File: config.mk
export PLATFORM = sky130hd
export DESIGN_NAME = flash_arbiter
export DESIGN_NICKNAME = d
export VERILOG_FILES = /design/src/rtl/flash_arb_pkg.sv /design/src/rtl/flash_rr_select.sv /design/src/rtl/flash_arbiter.sv
export SDC_FILE = /design/constraint.sdc
export NUM_CORES = 1
export LEC_CHECK = 0
export ABC_AREA = 1
export BUFFER_PORTS_ARGS = -buffer_cell sky130_fd_sc_hd__buf_2
export CAP_MARGIN = 25
export CORE_MARGIN = 8
export CORE_UTILIZATION = 32
export CTS_BUF_LIST = sky130_fd_sc_hd__clkbuf_4
export DETAILED_ROUTE_END_ITERATION = 16
export PLACE_DENSITY_LB_ADDON = 0.25
export SYNTH_ARGS = -nofsm -noshare
export SYNTH_HDL_FRONTEND = slang
export SYNTH_SLANG_ARGS = --single-unit
File: constraint.sdc
create_clock -name clk -period 1.67 [get_ports clk]
set_input_delay 0 -clock clk [delete_from_list [all_inputs] [get_ports clk]]
set_output_delay 0 -clock clk [all_outputs]
set_load 0.01 [all_outputs]
File: src/rtl/flash_arb_pkg.sv
// Shared types and defaults for the two-requester flash read arbiter.
package flash_arb_pkg;

    localparam int unsigned TIMEOUT_DEFAULT = 31;

    typedef enum logic [1:0] {
        StIdle,
        StDiscard,
        StCapture,
        StResp
    } arb_state_t;

    // Timer width able to hold 0..timeout, never narrower than one bit.
    function automatic int unsigned timer_width(input int unsigned timeout);
        int unsigned w;
        w = $clog2(timeout + 1);
        return (w == 0) ? 1 : w;
    endfunction

endpackage

File: src/rtl/flash_rr_select.sv
// Two-way round-robin picker: on a tie the requester not served last wins.
module flash_rr_select (
    input  logic req0,
    input  logic req1,
    input  logic last,
    output logic gnt_id,
    output logic gnt_valid
);

    always_comb begin
        gnt_valid = req0 | req1;
        gnt_id    = 1'b0;
        if (req0 && req1) begin
            gnt_id = ~last;
        end else if (req1) begin
            gnt_id = 1'b1;
        end
    end

endmodule

File: src/rtl/flash_arbiter.sv
// Arbitrates two read requesters onto a free-running flash reader, discarding the
// first ready pulse after each grant because it may carry the previous address.
module flash_arbiter
    import flash_arb_pkg::*;
#(
    parameter int unsigned TIMEOUT = TIMEOUT_DEFAULT
) (
    input  logic        clk,
    input  logic        rst,
    input  logic        req0,
    input  logic [22:1] addr0,
    input  logic        req1,
    input  logic [22:1] addr1,
    output logic        ack0,
    output logic        ack1,
    output logic [15:0] rdata,
    output logic        err,
    output logic [22:1] fl_addr,
    input  logic [15:0] fl_data,
    input  logic        fl_ready
);

    localparam int unsigned TimerW = timer_width(TIMEOUT);
    localparam logic [TimerW-1:0] TimerMax = TimerW'(TIMEOUT);

    arb_state_t        state_q, state_d;
    logic [TimerW-1:0] timer_q, timer_d;
    logic              gnt_q, gnt_d;
    logic              last_q, last_d;
    logic [22:1]       addr_q, addr_d;
    logic [15:0]       rdata_q, rdata_d;
    logic              err_q, err_d;

    logic sel_id;
    logic sel_valid;

    flash_rr_select u_rr (
        .req0      (req0),
        .req1      (req1),
        .last      (last_q),
        .gnt_id    (sel_id),
        .gnt_valid (sel_valid)
    );

    always_comb begin
        state_d = state_q;
        timer_d = timer_q;
        gnt_d   = gnt_q;
        last_d  = last_q;
        addr_d  = addr_q;
        rdata_d = rdata_q;
        err_d   = err_q;

        unique case (state_q)
            StIdle: begin
                // fl_ready is deliberately ignored here.
                if (sel_valid) begin
                    gnt_d   = sel_id;
                    addr_d  = sel_id ? addr1 : addr0;
                    timer_d = '0;
                    state_d = StDiscard;
                end
            end
            StDiscard: begin
                if (fl_ready) begin
                    timer_d = '0;
                    state_d = StCapture;
                end else if (timer_q == TimerMax) begin
                    rdata_d = '0;
                    err_d   = 1'b1;
                    state_d = StResp;
                end else begin
                    timer_d = timer_q + TimerW'(1);
                end
            end
            StCapture: begin
                if (fl_ready) begin
                    rdata_d = fl_data;
                    err_d   = 1'b0;
                    state_d = StResp;
                end else if (timer_q == TimerMax) begin
                    rdata_d = '0;
                    err_d   = 1'b1;
                    state_d = StResp;
                end else begin
                    timer_d = timer_q + TimerW'(1);
                end
            end
            StResp: begin
                last_d  = gnt_q;
                state_d = StIdle;
            end
            default: begin
                state_d = StIdle;
            end
        endcase
    end

    always_ff @(posedge clk or posedge rst) begin
        if (rst) begin
            state_q <= StIdle;
            timer_q <= '0;
            gnt_q   <= 1'b0;
            last_q  <= 1'b1;
            addr_q  <= '0;
            rdata_q <= '0;
            err_q   <= 1'b0;
        end else begin
            state_q <= state_d;
            timer_q <= timer_d;
            gnt_q   <= gnt_d;
            last_q  <= last_d;
            addr_q  <= addr_d;
            rdata_q <= rdata_d;
            err_q   <= err_d;
        end
    end

    // Acks decode straight from registered state, so they are one cycle and exclusive.
    assign ack0    = (state_q == StResp) && !gnt_q;
    assign ack1    = (state_q == StResp) && gnt_q;
    assign rdata   = rdata_q;
    assign err     = err_q;
    assign fl_addr = addr_q;

endmodule

[Word level (Yosys, flattened, before mapping)]
Index checks and enable logic that the tools add are counted.
Storage, ports and cells
  register bits after elaboration: 48
  bits of input ports: 65
  output and inout port bits: 41
  word-level logic and storage cells: 48
Operators by class
  add/subtract/negate cells: 1
  equality and inequality tests: 7
  multiplexer cells: 21
  bitwise logic cells: 2
  reductions and logical operators: 10
Operator list (number)
  $mux 16: 3
  $pmux 16 s2: 1
  $mux 22: 1
  $mux 5: 4
  $pmux 5 s3: 1
  $mux 2: 4
  $pmux 2 s4: 1
  $ne 2x2->1 const B: 3
  $add 5x1->5 const B: 1
  $eq 5x5->1 const B: 1
  $mux 1: 5
  $eq 2x2->1 const B: 2
  $reduce_and 2->1: 2
  $logic_and 1x1->1: 3
  $reduce_and 3->1: 1
  $reduce_bool 3->1: 1
  $eq 2x1->1 const B: 1
  $logic_not 2->1: 1
  $pmux 1 s2: 1
  $reduce_bool 2->1: 1
  $logic_not 1->1: 1
  $not 1->1: 1
  $or 1x1->1: 1

[Longest topological paths before layout]
Gate-level depths: netlist (run 1).
  word-level depth: 4
  mapped depth: 11

[Cells and area by module]
Synthesis (run 1) repeated with hierarchy kept, for this count alone.
Unflattened totals
  cells, all modules: 290
  area, all modules: 2484.9 um2
Modules (own cells, without submodules)
  flash_arbiter: times used 1, cells each 287, area an instance 2469.9 um2, sequential area each 1202.4 um2
  flash_rr_select: times used 1, cells each 3, area an instance 15.0 um2, sequential area each 0.0 um2

[Worst setup path after synthesis (run 1)]
No wires, ideal clock.
  path kind: register -> register
  start: reg state_q[0]
  end: reg rdata_q[0] (netlist: rdata[0])
  library setup time: 0.127 ns
  data arrival time: 1.383 ns
  required time: 1.543 ns
  slack: 0.160 ns
  cell stages (with the launch flop): 8
  period minus slack after synthesis: 1.510 ns
  cells stage by stage: dfrtp_1 inv_1 ha_1 buf_6 inv_1 o21ai_2 buf_6 a31oi_1
On the way
  word-level cells in the longest chain between the ends: 3
  elaborated cells between the ends (all ways): 6
  those cells by class: eq/ne: 3; mux: 1; reduce/logical: 2
Ends and longest elaborated chain
  start: declaration: RTL line flash_arbiter.sv:26  | arb_state_t state_q, state_d;
  start signal: assignment: RTL line flash_arbiter.sv:101  | state_q <= StIdle;
  start signal: assignment: RTL line flash_arbiter.sv:109  | state_q <= state_d;
  $eq 2x1->1 or $eq 2x2->1 (tied branches): RTL line flash_arbiter.sv:54  | unique case (state_q)
  $ne 2x2->1 (no line) or $reduce_bool 2->1 (tied branches)
  $reduce_and 2->1 (no line)
  end signal: assignment: RTL line flash_arbiter.sv:114  | rdata_q <= rdata_d;
  end: declaration: RTL line flash_arbiter.sv:31  | logic [15:0] rdata_q, rdata_d;
Parallel ways exist; a longest one is shown, timed or not.
A chain may end at the register's enable or synchronous reset.

[Worst setup path after layout (run 1)]
  start: reg state_q[1]
  end: reg addr_q (netlist bit fl_addr[6])
On the way
  word-level cells in the longest chain between the ends: 2
Ends and longest elaborated chain
  $logic_not 2->1: RTL line flash_arbiter.sv:54
  $reduce_and 2->1 (no line)
  end signal: assignment: RTL line flash_arbiter.sv:113  | addr_q <= addr_d;
  end: declaration: RTL line flash_arbiter.sv:30  | logic [22:1] addr_q, addr_d;
Every way passes these cells.

==> out/results.ini, run 1 <==
[run]
drv_cap=0

[layout]
fin_nets=531
drive_gt1_share_pct=30.1
area_delta_synth_final_pct=53.8
fill_cells=697
multi_input_area_mm2=0.00105
antennaDiodeCount=0
fin_area_mm2=0.00375
seqCellArea_mm2=0.00120

[global_route]
grt_pass1_vias=2623
grt_start_max_net_pins=49
gr-usage-all-layers_pct=13.9
antenna_found_initial=0
grt_overflow=0
grt_pass1_wl_um=11900

[detailed_routing]
wl_per_cell_um=13.5
viasPerCell=4.57
drt-total-wl_um=7580
dr.first_iter.drc_count=145
antenna_left=0
drt-pass1-iter-count=4
num_vias=2566
remaining_drc_errors=0

[worst_setup_path]
end_kind=flip-flop
worst_path_max_delay_cell=dfrtp_2
reg2reg_depth=7
crit_path_end=fl_addr[6]
crit_buf_inv=3
max_stage_delay_ns=0.48
crit_chain=inv_1 -> ha_1 -> inv_1 -> a21oi_4 -> buf_12 -> o21ai_0 -> o21ai_0
r2r-end=fl_addr[6]
critPathTopFamily=flip-flops
crit_fanout=22
cp_num_cells=7
required_ns=1.95
crit_path_start=state_q[1]
cp_data_arrival_time_ns=1.88
reg2reg_slack_ns=0.07
critPathLaunchType=flip-flop
r2r_start=state_q[1]
path_class=flip-flop to flip-flop

[die]
die_x_um=103
dieArea_mm2=0.0107
die_y_um=103
rows=32
start_util_pct=32.2
core-area_mm2=0.00757
pin_count=106

[timing]
min_period_ns=1.60
worst_pin_slew_ns=0.403
final.period_utilization_pct=95.7
max_freq_ghz=0.626
finalSetupViolCount=0
finClkSkew_ns=0.0105
tns_ns=0
hold_violations=0
slew_violations=0
slew_headroom_pct=73.1
rsz0062_at_grt=false

[yosys]
yosysWarnings=0
ys_seq_elements=48
synth_nets=366
syn-instance-count=293
avgSynthCellArea_um2=8.32
synth-seq-area-share_pct=49.3
synth_edf_count=0
ys_types=26
async_reset_ff_share_pct=100
netlist_area_mm2=0.00244
synth_top_flop_cell=dfrtp_1

[clocking]
post_cts_buffers=0
clock_latency_ns=0.36
cts_root_buffer=clkbuf_4
clk_pin_slew_ns=0.14
htree_num_levels=2
clock_sinks=48
cts_tree=built
cts_buffers=5
clockBufferDepth=2

[place]
postPlaceCellArea_mm2=0.00307
hpwl_um=4880
gp_congestion=0.836
portBuffers=105

[pwr]
ir_worst_vdd_uv=502
power_frac_seq_pct=39.8
p_int_uw=2940
combPwrFrac_pct=49.6
p_sw_uw=2130
total_leakage_power_uw=0.00186
netSwitchingFraction_pct=42.0
p_clk_share_pct=10.6
power.density_mw_per_mm2=1350

[hold_path]
hold_class=input port to flip-flop

[run_status]
status=finished clean

## cell families after synthesis
kind of cell | count (synthesis) | share of synthesized area (%)
AO/OA/AOI/OAI | 70 | 15.9
buffers and inverters | 39 | 7.65
flip-flops | 48 | 49.3
adder cells (fa/ha/maj) | 8 | 4.10
AND/OR/NAND/NOR | 128 | 23.0
## tightest hold or removal path: stages
cell     delay [ns]
buf_2          0.09
or2_2          0.10
nand2_1        0.04
a21oi_1        0.11
## metal layers
metal / wire length [µm] / part of all wire, % / GRT usage (%) / vias up
li1: - / - / - / 1292
met3: 508 / 6.7 / 3.15 / 14
met1: 3130 / 41 / 16.1 / 1178
met2: 3780 / 50 / 24.4 / 82
met5: 0 / 0 / 0 / -
met4: 159 / 2.1 / 5.34 / 0
## how the worst min path moves through the flow
stage / start / to / slack [ns] / cells after the start
after floorplan: addr1[4] / fl_addr[4] / 0.17 / 2
after global placement: rst / fl_addr[15] / 0.06 / 3
after detailed placement: rst / rdata[0] / 0.06 / 3
after CTS: fl_data[15] / rdata[15] / 0.01 / 4
after global routing: fl_data[15] / rdata[15] / 0.02 / 4
final: fl_data[15] / rdata[15] / 0.01 / 4
## cells in the final DEF (no fill, tap or decap), drive strengths merged
cell type      n
a21oi          5
a31oi         15
buf          112
clkbuf         6
clkinv         1
clkinvlp       1
dfrtp         47
dfstp          1
dlygate4sd3   61
ha             8
inv           24
nand2         54
nand3         20
nand4          3
nor2          50
o21ai         50
or2            1
## synth_stat cells, types with 8 or more instances
master | instances | area (µm²)
nor2_1 | 49 | 184
inv_1 | 22 | 82.6
dfrtp_1 | 47 | 1180
buf_2 | 8 | 40.0
nand2_1 | 50 | 188
a31oi_1 | 15 | 93.8
o21ai_0 | 24 | 120
ha_1 | 8 | 100
o21ai_1 | 25 | 125
nand3_1 | 20 | 100
## area by class of cell
cell class,instances,share of cell area (%)
clock buffer,6,1.20
clock inverter,2,0.300
inverter,24,2.47
multi-input combinational,206,28.1
sequential,48,32.1
tap,102,3.40
timing repair buffer,173,32.4
## registers in the layout, indices dropped and copies added, names as in the netlist
signal,count
state_q,2
fl_addr,22
last_q,1
err,1
rdata,16
gnt_q,1
timer_q,5
## repair_timing
action | CTS | global route
endpoints found under the hold margin | 86 | 0
setup endpoints to repair | 0 | 44
hold buffers | 61 | 0
resized for setup | 0 | 7
## through the flow
stage / total power, µW / utilization [%] / cells / hold WS [ns] / worst slack (ns)
global route: 5510 / 49.6 / 561 / 0.0197 / 0.00339
global placement: 4410 / 40.6 / 492 / 0.0607 / 0.140
floorplan: 3500 / - / 293 / 0.170 / 0.160
detailed placement: 4440 / 40.6 / 492 / 0.0612 / 0.0872
CTS: 5090 / 49.4 / 561 / 0.00978 / 0.0461
finish: 5070 / 49.6 / 561 / 0.0150 / 0.0725
## power groups by stage
stage	Clock [µW]	Sequential, µW	Combinational, µW
4_1_cts	560	2000	2530
5_1_grt	600	2090	2830
3_5_place_dp	0	2030	2410
3_3_place_gp	0	2010	2400
2_1_floorplan	0	2230	1270
6_report	538	2020	2520
Power figures use the tool's default switching activity.
==> run 2, diff against run 1 <==
- GPL_TIMING_DRIVEN: default -> 0
- SLEW_MARGIN: default -> 0
==> out/results.ini, run 2 (synthesis results as in run 1) <==
[detailed_routing]
dr.first_iter.drc_count=129  ; -11%
wl_per_cell_um=13.7  ; +1.3%
remaining_drc_errors=0  ; unchanged
drt-total-wl_um=7820  ; +3.1%
num_vias=2640  ; +2.9%
antenna_left=0  ; unchanged
drt-pass1-iter-count=5  ; +1
viasPerCell=4.62  ; +1.1%

[layout]
fin_nets=542  ; +2.1%
fin_area_mm2=0.00381  ; +1.7%
area_delta_synth_final_pct=56.4
antennaDiodeCount=0  ; unchanged
drive_gt1_share_pct=31.6  ; +1.5 points
layout_commonest_cell=buf_2
layout_common_cells=buf_2, dlygate4sd3_1, nand2_1
multi_input_area_mm2=0.00106  ; +0.71%
largest_reg_flops=22  ; unchanged
fill_cells=720  ; +3.3%
stdcell_count=571  ; +1.8%
seqCellArea_mm2=0.00120  ; unchanged
post-route-util_pct=50.4  ; +0.84 points

[timing]
finClkSkew_ns=0.00940  ; -0.00110 ns
max_freq_ghz=0.649  ; +3.7%
fin_ws_ns=0.130  ; +0.0576 ns
finalSetupViolCount=0  ; unchanged
rsz0062_at_grt=false
slew_headroom_pct=74.2  ; +1.1 points
tns_ns=0  ; unchanged
final.period_utilization_pct=92.2  ; -3.5 points
min_period_ns=1.54  ; -0.0576 ns
worst_pin_slew_ns=0.387  ; -0.0163 ns
hold_violations=0  ; unchanged
slew_violations=0  ; unchanged

[clocking]
htree_num_levels=2  ; unchanged
cts_buffers=5  ; unchanged
clock_sinks=48  ; unchanged
clk_pin_slew_ns=0.14  ; about the same
cts_tree=built
cts_root_buffer=clkbuf_4
clockBufferDepth=2  ; unchanged
clock_latency_ns=0.36  ; about the same

[place]
dp_slack_ns=-0.104  ; -0.191 ns
gp_congestion=0.733  ; -12%
postPlaceCellArea_mm2=0.00311  ; +1.1%
hpwl_um=5140  ; +5.3%
post-place-cells=500  ; +1.6%
portBuffers=104  ; -0.95%

[worst_setup_path]
reg2reg_depth=7  ; unchanged
required_ns=1.96  ; about the same
crit_buf_inv=3  ; unchanged
critPathLaunchType=flip-flop
crit_fanout=10  ; -55%
path_class=flip-flop to flip-flop
cp_num_cells=7  ; unchanged
end_kind=flip-flop
crit_chain=inv_2 -> ha_2 -> inv_1 -> a21oi_4 -> clkbuf_4 -> o21ai_0 -> o21ai_1
max_stage_delay_ns=0.48  ; about the same
cp_data_arrival_time_ns=1.83  ; -0.05 ns
critPathTopFamily=flip-flops
worst_path_max_delay_cell=dfrtp_2

[global_route]
grt_pass1_wl_um=12300  ; +3.8%
grt_start_max_net_pins=34  ; -31%
grtUsageMet3_pct=3.01  ; -0.13 points
grt_pass1_vias=2604  ; -0.72%
antenna_found_initial=0  ; unchanged
grt-busiest-layer=met2
gr-usage-all-layers_pct=14.5  ; +0.56 points
use_met2_pct=25.4  ; +0.99 points
use_met1_pct=17.2  ; +1.1 points
grt_overflow=0  ; unchanged

[die]
start_util_pct=32.2  ; unchanged
dieArea_mm2=0.0107  ; unchanged
rows=32  ; unchanged
core-area_mm2=0.00757  ; unchanged
die_y_um=103  ; unchanged
die_x_um=103  ; unchanged
pin_count=106  ; unchanged

[run_status]
status=finished clean

[pwr]
ir_worst_vdd_uv=556  ; +11%
total_leakage_power_uw=0.00191  ; +2.4%
power.density_mw_per_mm2=1350  ; -0.31%

[hold_path]
hold_class=input port to flip-flop
min_delay_path_depth=4  ; unchanged

[run]
drv_cap=0  ; unchanged

==> run 2: worst reg2reg max path, stage by stage (launching register included) <==
cell and delay, ns:
dfrtp_2 0.48, inv_2 0.09, ha_2 0.18, inv_1 0.07
a21oi_4 0.18, clkbuf_4 0.23, o21ai_0 0.10, o21ai_1 0.15
==> run 2: report_power, final <==
part / internal (µW) / switching, µW
sequential: 1700 / 314
combinational: 1120 / 1490
clock: 155 / 366
==> run 2: stage by stage <==
| step | total power, µW | hold WS (ns) |
|---|---|---|
| after CTS | 5140 | 0.00134 |
| after floorplan | 3500 | 0.170 |
| after global placement | 4390 | 0.261 |
| after global routing | 5630 | 0.0313 |
| after detailed placement | 4450 | -0.00914 |
| final | 5140 | 0.00932 |
==> run 2: what timing repair did <==
item                                    4_1_cts  5_1_grt
hold endpoints to repair                     84        0
setup buffers                                 2        2
endpoints found under the setup margin       20       35
pin swaps                                     1        0
gates resized for setup                       4        9
hold buffers                                 61        0
==> run 2: path summary, 6_finish.rpt <==
check	slack, ns	to	startpoint
max reg2reg	0.13	fl_addr[19]	state_q[1]
min in group asynchronous	0.15	rdata[6]	rst
max in group asynchronous	0.94	last_q	rst
max	0.13	fl_addr[19]	state_q[1]
min reg2reg	0.49	last_q	last_q
min	0.009	rdata[15]	fl_data[15]
==> run 2: final cells by class <==
cell class / instances / area share, %
buffer: 14 / 2.49
clock buffer: 5 / 0.984
tap: 102 / 3.35
multi-input combinational: 206 / 27.9
sequential: 48 / 31.6
timing repair buffer: 170 / 31.0
inverter: 24 / 2.43
clock inverter: 2 / 0.328
==> run 2: metal layers <==
metal / up-vias / wire length (µm)
met5: - / 0
met4: 0 / 153
met3: 15 / 569
met2: 109 / 3850
met1: 1203 / 3240
li1: 1313 / -
